File: config.mk
export PLATFORM = sky130hd
export DESIGN_NAME = fat32_chain_walker_flat
export DESIGN_NICKNAME = d
export VERILOG_FILES = /design/src/rtl/fat32_chain_walker_if.sv /design/src/rtl/fat32_chain_walker.sv /design/src/flat_wrapper.sv
export SDC_FILE = /design/constraint.sdc
export NUM_CORES = 1
export LEC_CHECK = 0
export ABC_AREA = 1
export CAP_MARGIN = 40
export CORE_MARGIN = 3
export CORE_UTILIZATION = 53
export CTS_BUF_LIST = sky130_fd_sc_hd__clkbuf_8
export DETAILED_ROUTE_END_ITERATION = 10
export HOLD_SLACK_MARGIN = 0.06
export PLACE_DENSITY_LB_ADDON = 0.25
export REMOVE_ABC_BUFFERS = 1
export SLEW_MARGIN = 15
export SYNTH_ARGS = -nofsm -noshare
export SYNTH_HDL_FRONTEND = slang
export SYNTH_SLANG_ARGS = --single-unit
File: constraint.sdc
create_clock -name sys_clk -period 2.9 [get_ports sys_clk]
set_input_delay 0.29 -clock sys_clk [delete_from_list [all_inputs] [get_ports sys_clk]]
set_output_delay 0.29 -clock sys_clk [all_outputs]
set_load 0.01 [all_outputs]
File: src/rtl/fat32_chain_walker_if.sv
// Bus bundle between the FAT32 chain walker and its surroundings: SD block-read
// request path, FAT-table RAM read port, and the outgoing cluster stream.
interface fat32_chain_walker_if #(
    parameter int CLUS_W = 28
);
    logic              sd_rd_req;
    logic [31:0]       sd_rd_lba;
    logic              sd_rd_ack;
    logic              sd_rd_done;

    logic              fat_table_sel;
    logic              fat_table_rden;
    logic [8:0]        fat_table_rdaddress;
    logic [7:0]        fat_table_rddata;

    logic              clus_valid;
    logic              clus_ready;
    logic [CLUS_W-1:0] clus_out;
    logic              clus_last;

    modport master (
        output sd_rd_req, sd_rd_lba,
        input  sd_rd_ack, sd_rd_done,
        output fat_table_sel, fat_table_rden, fat_table_rdaddress,
        input  fat_table_rddata,
        output clus_valid, clus_out, clus_last,
        input  clus_ready
    );

    modport slave (
        input  sd_rd_req, sd_rd_lba,
        output sd_rd_ack, sd_rd_done,
        input  fat_table_sel, fat_table_rden, fat_table_rdaddress,
        output fat_table_rddata,
        input  clus_valid, clus_out, clus_last,
        output clus_ready
    );
endinterface

File: src/rtl/fat32_chain_walker.sv
// Follows a FAT32 cluster chain: fetches FAT sectors through the SD read path
// (single-sector cache), reads 4-byte entries and streams the clusters out.
module fat32_chain_walker #(
    parameter int CLUS_W    = 28,
    parameter int MAX_CHAIN = 65536
) (
    input  logic                 sys_clk,
    input  logic                 rst_n,
    input  logic                 start,
    input  logic [CLUS_W-1:0]    start_cluster,
    input  logic [31:0]          fat_begin_lba,
    output logic                 busy,
    output logic                 done,
    output logic                 error,
    fat32_chain_walker_if.master bus
);
    localparam logic [2:0] ST_IDLE  = 3'd0;
    localparam logic [2:0] ST_CHECK = 3'd1;
    localparam logic [2:0] ST_REQ   = 3'd2;
    localparam logic [2:0] ST_WAIT  = 3'd3;
    localparam logic [2:0] ST_READ  = 3'd4;
    localparam logic [2:0] ST_EVAL  = 3'd5;
    localparam logic [2:0] ST_EMIT  = 3'd6;

    localparam int CNT_W = $clog2(MAX_CHAIN) + 1;
    localparam logic [CLUS_W-1:0] CLUS_MIN = CLUS_W'(2);
    localparam logic [CLUS_W-1:0] CLUS_BAD = CLUS_W'(28'h0FFF_FFF7);
    localparam logic [CLUS_W-1:0] CLUS_EOC = CLUS_W'(28'h0FFF_FFF8);

    logic [2:0]        state_q, state_d;
    logic [CLUS_W-1:0] cur_q, cur_d;
    logic [CLUS_W-1:0] nxt_q, nxt_d;
    logic [31:0]       fat_lba_q, fat_lba_d;
    logic [CNT_W-1:0]  cnt_q, cnt_d;
    logic              last_q, last_d;
    logic              cache_valid_q, cache_valid_d;
    logic [31:0]       cache_sector_q, cache_sector_d;
    logic [2:0]        rd_idx_q, rd_idx_d;
    logic [2:0][7:0]   blo_q, blo_d;
    logic [3:0]        b3_q, b3_d;
    logic              busy_q, busy_d;
    logic              done_q, done_d;
    logic              error_q, error_d;
    logic              req_q, req_d;
    logic [31:0]       lba_q, lba_d;
    logic              sel_q, sel_d;

    logic [31:0]       sector;
    logic [8:0]        offset;
    logic [CLUS_W-1:0] entry;
    logic [1:0]        cap_idx;
    logic [CNT_W-1:0]  cnt_inc;
    logic              rden;

    assign sector  = fat_lba_q + 32'(cur_q[CLUS_W-1:7]);
    assign offset  = {cur_q[6:0], 2'b00};
    assign entry   = CLUS_W'({b3_q, blo_q[2], blo_q[1], blo_q[0]});
    // rd_idx n>0 means the byte requested at n-1 is on rddata this cycle
    assign cap_idx = rd_idx_q[1:0] - 2'd1;
    assign cnt_inc = cnt_q + CNT_W'(1);
    assign rden    = (state_q == ST_READ) && (rd_idx_q != 3'd4) && !sel_q;

    always_comb begin
        state_d        = state_q;
        cur_d          = cur_q;
        nxt_d          = nxt_q;
        fat_lba_d      = fat_lba_q;
        cnt_d          = cnt_q;
        last_d         = last_q;
        cache_valid_d  = cache_valid_q;
        cache_sector_d = cache_sector_q;
        rd_idx_d       = rd_idx_q;
        blo_d          = blo_q;
        b3_d           = b3_q;
        busy_d         = busy_q;
        done_d         = 1'b0;
        error_d        = 1'b0;
        req_d          = req_q;
        lba_d          = lba_q;
        sel_d          = sel_q;

        case (state_q)
            ST_IDLE: begin
                if (start) begin
                    if (start_cluster < CLUS_MIN || start_cluster >= CLUS_BAD) begin
                        error_d = 1'b1;
                    end else begin
                        cur_d         = start_cluster;
                        fat_lba_d     = fat_begin_lba;
                        cnt_d         = '0;
                        cache_valid_d = 1'b0;
                        busy_d        = 1'b1;
                        state_d       = ST_CHECK;
                    end
                end
            end
            ST_CHECK: begin
                if (cache_valid_q && cache_sector_q == sector) begin
                    rd_idx_d = '0;
                    state_d  = ST_READ;
                end else begin
                    lba_d   = sector;
                    req_d   = 1'b1;
                    sel_d   = 1'b1;
                    state_d = ST_REQ;
                end
            end
            ST_REQ: begin
                if (bus.sd_rd_ack) begin
                    req_d   = 1'b0;
                    state_d = ST_WAIT;
                end
            end
            ST_WAIT: begin
                if (bus.sd_rd_done) begin
                    sel_d          = 1'b0;
                    cache_sector_d = lba_q;
                    cache_valid_d  = 1'b1;
                    rd_idx_d       = '0;
                    state_d        = ST_READ;
                end
            end
            ST_READ: begin
                rd_idx_d = rd_idx_q + 3'd1;
                if (rd_idx_q == 3'd4) begin
                    b3_d    = bus.fat_table_rddata[3:0];
                    state_d = ST_EVAL;
                end else if (rd_idx_q != 3'd0) begin
                    blo_d[cap_idx] = bus.fat_table_rddata;
                end
            end
            ST_EVAL: begin
                if (entry == CLUS_BAD || entry < CLUS_MIN) begin
                    error_d = 1'b1;
                    busy_d  = 1'b0;
                    state_d = ST_IDLE;
                end else begin
                    last_d  = (entry >= CLUS_EOC);
                    nxt_d   = entry;
                    state_d = ST_EMIT;
                end
            end
            ST_EMIT: begin
                if (bus.clus_ready) begin
                    if (last_q) begin
                        done_d  = 1'b1;
                        busy_d  = 1'b0;
                        state_d = ST_IDLE;
                    end else if (cnt_inc == CNT_W'(MAX_CHAIN)) begin
                        cnt_d   = cnt_inc;
                        error_d = 1'b1;
                        busy_d  = 1'b0;
                        state_d = ST_IDLE;
                    end else begin
                        cnt_d   = cnt_inc;
                        cur_d   = nxt_q;
                        state_d = ST_CHECK;
                    end
                end
            end
            default: state_d = ST_IDLE;
        endcase
    end

    always_ff @(posedge sys_clk or negedge rst_n) begin
        if (!rst_n) begin
            state_q        <= ST_IDLE;
            cur_q          <= '0;
            nxt_q          <= '0;
            fat_lba_q      <= '0;
            cnt_q          <= '0;
            last_q         <= 1'b0;
            cache_valid_q  <= 1'b0;
            cache_sector_q <= '0;
            rd_idx_q       <= '0;
            blo_q          <= '0;
            b3_q           <= '0;
            busy_q         <= 1'b0;
            done_q         <= 1'b0;
            error_q        <= 1'b0;
            req_q          <= 1'b0;
            lba_q          <= '0;
            sel_q          <= 1'b0;
        end else begin
            state_q        <= state_d;
            cur_q          <= cur_d;
            nxt_q          <= nxt_d;
            fat_lba_q      <= fat_lba_d;
            cnt_q          <= cnt_d;
            last_q         <= last_d;
            cache_valid_q  <= cache_valid_d;
            cache_sector_q <= cache_sector_d;
            rd_idx_q       <= rd_idx_d;
            blo_q          <= blo_d;
            b3_q           <= b3_d;
            busy_q         <= busy_d;
            done_q         <= done_d;
            error_q        <= error_d;
            req_q          <= req_d;
            lba_q          <= lba_d;
            sel_q          <= sel_d;
        end
    end

    assign busy  = busy_q;
    assign done  = done_q;
    assign error = error_q;

    assign bus.sd_rd_req           = req_q;
    assign bus.sd_rd_lba           = lba_q;
    assign bus.fat_table_sel       = sel_q;
    assign bus.fat_table_rden      = rden;
    assign bus.fat_table_rdaddress = rden ? (offset | 9'(rd_idx_q[1:0])) : 9'd0;
    assign bus.clus_valid          = (state_q == ST_EMIT);
    assign bus.clus_out            = cur_q;
    assign bus.clus_last           = (state_q == ST_EMIT) && last_q;
endmodule

File: src/flat_wrapper.sv
// flat-port wrapper written by rule: the top's interface ports become plain ports
module fat32_chain_walker_flat 
#(
    parameter int CLUS_W    = 28,
    parameter int MAX_CHAIN = 65536
)
  (sys_clk, rst_n, start, start_cluster, fat_begin_lba, busy, done, error, bus_sd_rd_req, bus_sd_rd_lba, bus_sd_rd_ack, bus_sd_rd_done, bus_fat_table_sel, bus_fat_table_rden, bus_fat_table_rdaddress, bus_fat_table_rddata, bus_clus_valid, bus_clus_out, bus_clus_last, bus_clus_ready);
  fat32_chain_walker_if #(.CLUS_W(CLUS_W)) bus_i ();
  input  logic sys_clk;
  input  logic rst_n;
  input  logic start;
  input  logic [CLUS_W-1:0] start_cluster;
  input  logic [31:0] fat_begin_lba;
  output logic busy;
  output logic done;
  output logic error;
  output wire logic [$bits(bus_i.sd_rd_req)-1:0] bus_sd_rd_req;
  output wire logic [$bits(bus_i.sd_rd_lba)-1:0] bus_sd_rd_lba;
  input wire logic [$bits(bus_i.sd_rd_ack)-1:0] bus_sd_rd_ack;
  input wire logic [$bits(bus_i.sd_rd_done)-1:0] bus_sd_rd_done;
  output wire logic [$bits(bus_i.fat_table_sel)-1:0] bus_fat_table_sel;
  output wire logic [$bits(bus_i.fat_table_rden)-1:0] bus_fat_table_rden;
  output wire logic [$bits(bus_i.fat_table_rdaddress)-1:0] bus_fat_table_rdaddress;
  input wire logic [$bits(bus_i.fat_table_rddata)-1:0] bus_fat_table_rddata;
  output wire logic [$bits(bus_i.clus_valid)-1:0] bus_clus_valid;
  output wire logic [$bits(bus_i.clus_out)-1:0] bus_clus_out;
  output wire logic [$bits(bus_i.clus_last)-1:0] bus_clus_last;
  input wire logic [$bits(bus_i.clus_ready)-1:0] bus_clus_ready;
  assign bus_sd_rd_req = bus_i.sd_rd_req;
  assign bus_sd_rd_lba = bus_i.sd_rd_lba;
  assign bus_i.sd_rd_ack = bus_sd_rd_ack;
  assign bus_i.sd_rd_done = bus_sd_rd_done;
  assign bus_fat_table_sel = bus_i.fat_table_sel;
  assign bus_fat_table_rden = bus_i.fat_table_rden;
  assign bus_fat_table_rdaddress = bus_i.fat_table_rdaddress;
  assign bus_i.fat_table_rddata = bus_fat_table_rddata;
  assign bus_clus_valid = bus_i.clus_valid;
  assign bus_clus_out = bus_i.clus_out;
  assign bus_clus_last = bus_i.clus_last;
  assign bus_i.clus_ready = bus_clus_ready;
  fat32_chain_walker #(.CLUS_W(CLUS_W), .MAX_CHAIN(MAX_CHAIN)) u_core (.sys_clk(sys_clk), .rst_n(rst_n), .start(start), .start_cluster(start_cluster), .fat_begin_lba(fat_begin_lba), .busy(busy), .done(done), .error(error), .bus(bus_i));
endmodule
**After elaboration in Yosys (flattened, before gate mapping)**

Index checks and enable logic that the tools add are counted.

- Flip-flop bits (word level): 210
- Bits of input ports: 74
- Output and inout port bits: 77
- Word-level logic and storage cells: 142

- $add $sub $neg: 4
- $lt $le $gt $ge: 6
- Eq/ne operators: 23
- Muxes and demuxes: 55
- Bitwise logic cells: 5
- Reductions and logical operators: 30

Operator list:

| kind | number |
|---|---|
| $mux W28 | 5 |
| $mux W17 | 4 |
| $ge A28 B28 Y1 const B | 2 |
| $lt A28 B2 Y1 const B | 2 |
| $pmux W28 S2 | 1 |
| $pmux W17 S2 | 1 |
| $mux W3 | 11 |
| $add A32 B21 Y32 | 1 |
| $eq A32 B32 Y1 | 1 |
| $eq A28 B28 Y1 const B | 1 |
| $bwmux W24 | 1 |
| $mux W1 | 22 |
| $pmux W3 S7 | 1 |
| $reduce_and A6 Y1 | 3 |
| $add A17 B1 Y17 const B | 1 |
| $eq A17 B17 Y1 const B | 1 |
| $demux W8 S2 | 1 |
| $ne A2 B2 Y1 const B | 8 |
| $reduce_and A3 Y1 | 5 |
| $eq A3 B3 Y1 const B | 4 |
| $mux W9 | 1 |
| $or A9 B2 Y9 | 1 |
| $pmux W3 S3 | 1 |
| $reduce_bool A3 Y1 | 3 |
| other kinds (21) | 41 |

**Depth between registers and ports, before layout**

- Depth in word-level cells: 6
- Gate-level depth with buffers: 24
- Mapped depth without buffers: 23

**Worst setup path before layout**

Ideal clock, no wire load.

- Path type: reg2reg
- Start: register u_core.cur_q[7], in the netlist u_core.bus.clus_out[7]
- End: register u_core.lba_q[5], in the netlist u_core.bus.sd_rd_lba[5]
- Setup time: 0.121 ns
- Arrival: 2.723 ns
- Data required time: 2.779 ns
- Path slack: 0.056 ns
- Cell stages (with the launch flop): 24
- Path buffers: 2
- Clock period less this slack: 2.844 ns
- Cell sequence: dfrtp_1 -> ha_1 -> inv_1 -> fa_1 -> inv_1 -> nand3_1 -> nand2_1 -> nand2_1 -> nand2_2 -> nand2_1 -> nand2_1 -> nand2_1 -> nand2_1 -> nand2_1 -> nand3_1 -> nand2_1 -> nor2_1 -> nand2_1 -> nor2_2 -> nand2_2 -> nand2_4 -> buf_12 -> buf_6 -> o21ai_2

- Word-level cells in the longest chain between the ends: 5

Ends and longest elaborated chain:

| what | line | source |
|---|---|---|
| from (decl) | fat32_chain_walker.sv:31 | `logic [CLUS_W-1:0] cur_q, cur_d;` |
| from (signal assigned) | fat32_chain_walker.sv:186 | `cur_q <= cur_d;` |
| $add A32 B21 Y32 (*) | fat32_chain_walker.sv:55 | `assign sector = fat_lba_q + 32'(cur_q[CLUS_W-1:7]);` |
| $eq A32 B32 Y1 | fat32_chain_walker.sv:98 | `if (cache_valid_q && cache_sector_q == sector) begin` |
| $logic_and A1 B1 Y1 | fat32_chain_walker.sv:98 |  |
| $not A1 Y1 (no source line) | -- |  |
| $reduce_and A2 Y1 (no source line) | -- |  |
| to (signal assigned) | fat32_chain_walker.sv:200 | `lba_q <= lba_d;` |
| to (decl) | fat32_chain_walker.sv:45 | `logic [31:0] lba_q, lba_d;` |

Every way passes the cells marked *; elsewhere a longest branch is shown, timed or not.
A chain may end at the register's enable or synchronous reset.

**Worst setup path in the final report**

- Start: register u_core.cur_q[7], in the netlist u_core.bus.clus_out[7]
- End: register u_core.lba_q[8], in the netlist u_core.bus.sd_rd_lba[8]

The elaborated chain is that of the path after synthesis.

==> flow_metrics.py <==
metrics = {
    "timing": {
        "setup_ws_ps": -84.10,
        "fin_hold_ws_ps": 293.6,
        "drv_slew": 0,
        "fin_crit_ps": 2984,
        "min_period_over_period_pct": 102.9,
        "rsz0062_at_grt": "true",
        "fmax_mhz": 335.1,
        "tightest_slew_ps": 718.9,
        "hold_viol": 0,
        "setup_viol": 35,
        "fin_skew_ps": 30.51,
        "max-slew-margin-rel_pct": 51.68,
    },
    "yosys": {
        "synthDistinctLibCells": 44,
        "synthCells": 1594,
        "async_reset_ff_share_pct": 100.0,
        "avgSynthCellArea_sq_um": 7.757,
        "syn_area_sq_um": 12360,
        "synth_seq_cells": 210,
        "synth_seq_area_share_pct": 42.50,
        "synth_edf_count": 0,
        "yosys_warnings": 0,
        "synthFlopType": "dfrtp_1",
    },
    "layout": {
        "diodes": 0,
        "fin_util_pct": 71.52,
        "fillCellCount": 1800,
        "drive_above_1_share_pct": 22.29,
        "syn2layout_area_growth_pct": 31.77,
        "layout.nets": 1982,
    },
    "route": {
        "viasPerCell": 5.251,
        "wl_per_cell_um": 16.71,
        "drt_iter0_drc": 899,
        "ant_nets": 0,
        "drc": 0,
        "drtPass1Iterations": 5,
        "via_count": 11660,
        "wl_mm": 37.09,
    },
    "power": {
        "power_density_nw_per_um2": 1182,
        "report.power.total_uw": 19260,
        "leakage_uw": 0.008181,
        "ir_worst_vdd_uv": 595.6,
    },
    "setup_path": {
        "worstPathArrival_ps": 3400,
        "cp_data_required_time_ps": 3310,
        "critPathMaxFanout": 6,
        "cp-start-kind": "flip-flop",
        "crit_type": "flip-flop to flip-flop",
        "cp-end-kind": "flip-flop",
    },
    "cts": {
        "clk_path_buf_depth": 3,
        "h-tree-depth": 2,
        "cts_tree": "built",
        "clock_latency_ps": 560,
        "cts_buffers": 37,
        "root_buffer": "clkbuf_8",
        "clock_sinks": 210,
        "clk_pin_slew_ps": 60,
    },
    "global_routing": {
        "grt_pass1_wl_mm": 57.96,
        "overflow": 0,
        "grt_usage_pct": 28.36,
        "grt_max_degree": 78,
        "first_global_vias": 11250,
        "antenna_found_initial": 0,
    },
    "placed_design": {
        "gp_congestion": 0.9540,
        "pre_cts_slack_ps": -170.4,
        "port-buffer-count": 150,
        "dp_hpwl_mm": 27.24,
    },
    "floorplan": {
        "ios": 151,
        "core_area_sq_um": 22780,
        "die_x_um": 158.7,
        "placementRows": 55,
        "dieArea_sq_um": 25200,
        "die_h_um": 158.7,
        "start_util_pct": 54.28,
    },
    "job": {
        "drv_cap": 0,
    },
    "hold_path": {
        "hp-class": "primary input to flip-flop",
    },
    "outcome": {
        "violations": "setup timing",
        "outcome": "finished with violations",
    },
}
==> layout by cell type (no fill, tap or decap), types with 18 or more instances in the layout <==
cell / Yosys / routed
o21ai_0: 79 / 79
nand4_1: 31 / 31
nand3_1: 74 / 70
inv_1: 195 / 202
nand2_2: 63 / 76
nor2_1: 89 / 79
o21ai_2: 47 / 48
nand2_1: 532 / 508
xor2_1: 19 / 18
buf_4: 0 / 117
mux2i_1: 29 / 29
nor4_1: 19 / 18
clkdlybuf4s50_1: 0 / 140
inv_2: 19 / 23
dfrtp_1: 210 / 209
clkbuf_8: 0 / 46
==> cell families (layout without fill, tap and decap cells) <==
logic type / Yosys count / after routing / share of synthesized area (%)
AO/OA/AOI/OAI: 172 / 172 / 8.713
XOR/XNOR: 29 / 29 / 2.844
adder cells (fa/ha/maj): 27 / 27 / 2.793
buffers and inverters: 256 / 568 / 9.047
flip-flops: 210 / 210 / 42.50
multiplexers: 34 / 34 / 2.803
AND/OR/NAND/NOR: 866 / 867 / 31.30
==> registers in the layout (all words and copies together), names as in the netlist, 3 cells and up <==
name / cells
u_core.state_q: 3
u_core.b3_q: 4
u_core.rd_idx_q: 3
u_core.blo_q: 24
u_core.bus.sd_rd_lba: 32
u_core.fat_lba_q: 32
u_core.nxt_q: 28
u_core.cache_sector_q: 32
u_core.bus.clus_out: 28
u_core.cnt_q: 17
==> per-layer routing <==
metal  global-route usage (%)  share of wire (%)  vias up
met5                        0                  0        -
met4                    12.77                4.5        0
met3                    4.513                6.3      102
met2                    46.75                 48      399
met1                    37.03                 41     5503
li1                         -                  -     5653
==> worst max-delay path: stages, from the launching register on <==
cell and delay, ps:
dfrtp_1 360, ha_2 190, inv_2 40, fa_2 580, xor2_1 150, o211ai_1 110, nor2_1 110, nand2_1 50
inv_1 40, nand2_1 50, nor2_1 80, nand2_1 90, nor2_1 110, nand4_1 180, nor2_4 190, nand2_4 100
nand2_8 110, buf_6 130, clkbuf_16 150, o21ai_2 50
==> cell usage after synthesis (6+ instances only) <==
master	instances	area [sq um]
a21oi_1	18	90.09
clkbuf_1	24	90.09
dfrtp_1	210	5255
ha_1	26	325.3
inv_1	195	732.0
inv_2	19	71.32
mux2i_1	29	290.3
nand2_1	532	1997
nand2_2	63	394.1
nand3_1	74	370.4
nand3_2	9	90.09
nand3b_1	17	127.6
nand4_1	31	193.9
nor2_1	89	334.1
nor2_2	7	43.79
nor2_4	7	78.83
nor3_1	10	50.05
nor4_1	19	118.9
o21ai_0	79	395.4
o21ai_2	47	411.6
o22ai_1	16	100.1
xnor3_1	6	135.1
xor2_1	19	166.4
==> cell type report <==
class                           instances  area (sq um)  area share [%]
Clock buffer                           45         619.3           3.802
Clock inverter                         20         123.9          0.7603
Inverter                              216         815.8           5.007
Multi-Input combinational cell       1129          6360           39.04
Sequential cell                       210          5256           32.26
Tap cell                              313         391.6           2.404
Timing Repair Buffer                  286          2716           16.67
Timing Repair inverter                  1         8.758         0.05376
==> final timing paths <==
path / start / to / slack (ps) / cells after the start
max: u_core.bus.clus_out[7] / u_core.bus.sd_rd_lba[8] / -80 / 19
min: fat_begin_lba[3] / u_core.fat_lba_q[3] / 290 / 3
max reg2reg: u_core.bus.clus_out[7] / u_core.bus.sd_rd_lba[8] / -80 / 19
min reg2reg: u_core.nxt_q[2] / u_core.nxt_q[2] / 480 / 2
max in group asynchronous: rst_n / u_core.nxt_q[22] / 1680 / 3
min in group asynchronous: rst_n / u_core.cnt_q[1] / 350 / 2
==> power by group <==
| part | switching, uW | internal, uW | total (uW) |
|---|---|---|---|
| clock | 1300 | 1500 | 2810 |
| sequential | 1040 | 4170 | 5210 |
| combinational | 6090 | 5160 | 11200 |
==> per-stage QoR <==
stage	setup TNS (ps)	std cells	area (sq um)
finish	-1782	2220	16290
global placement	-4968	2129	14870
global route	-9211	2220	16290
floorplan	-85570	1554	12060
CTS	-1752	2207	15870
detailed placement	-5304	2129	14870
==> repair_timing <==
item | CTS | global route
hold endpoints to repair | 72 | 0
setup buffers | 9 | 11
pin swaps | 9 | 23
cloned | 3 | 3
setup endpoints to repair | 47 | 70
resized for setup | 41 | 69
hold buffers | 1 | 0
No activity file was read; power rests on OpenSTA's default activity.
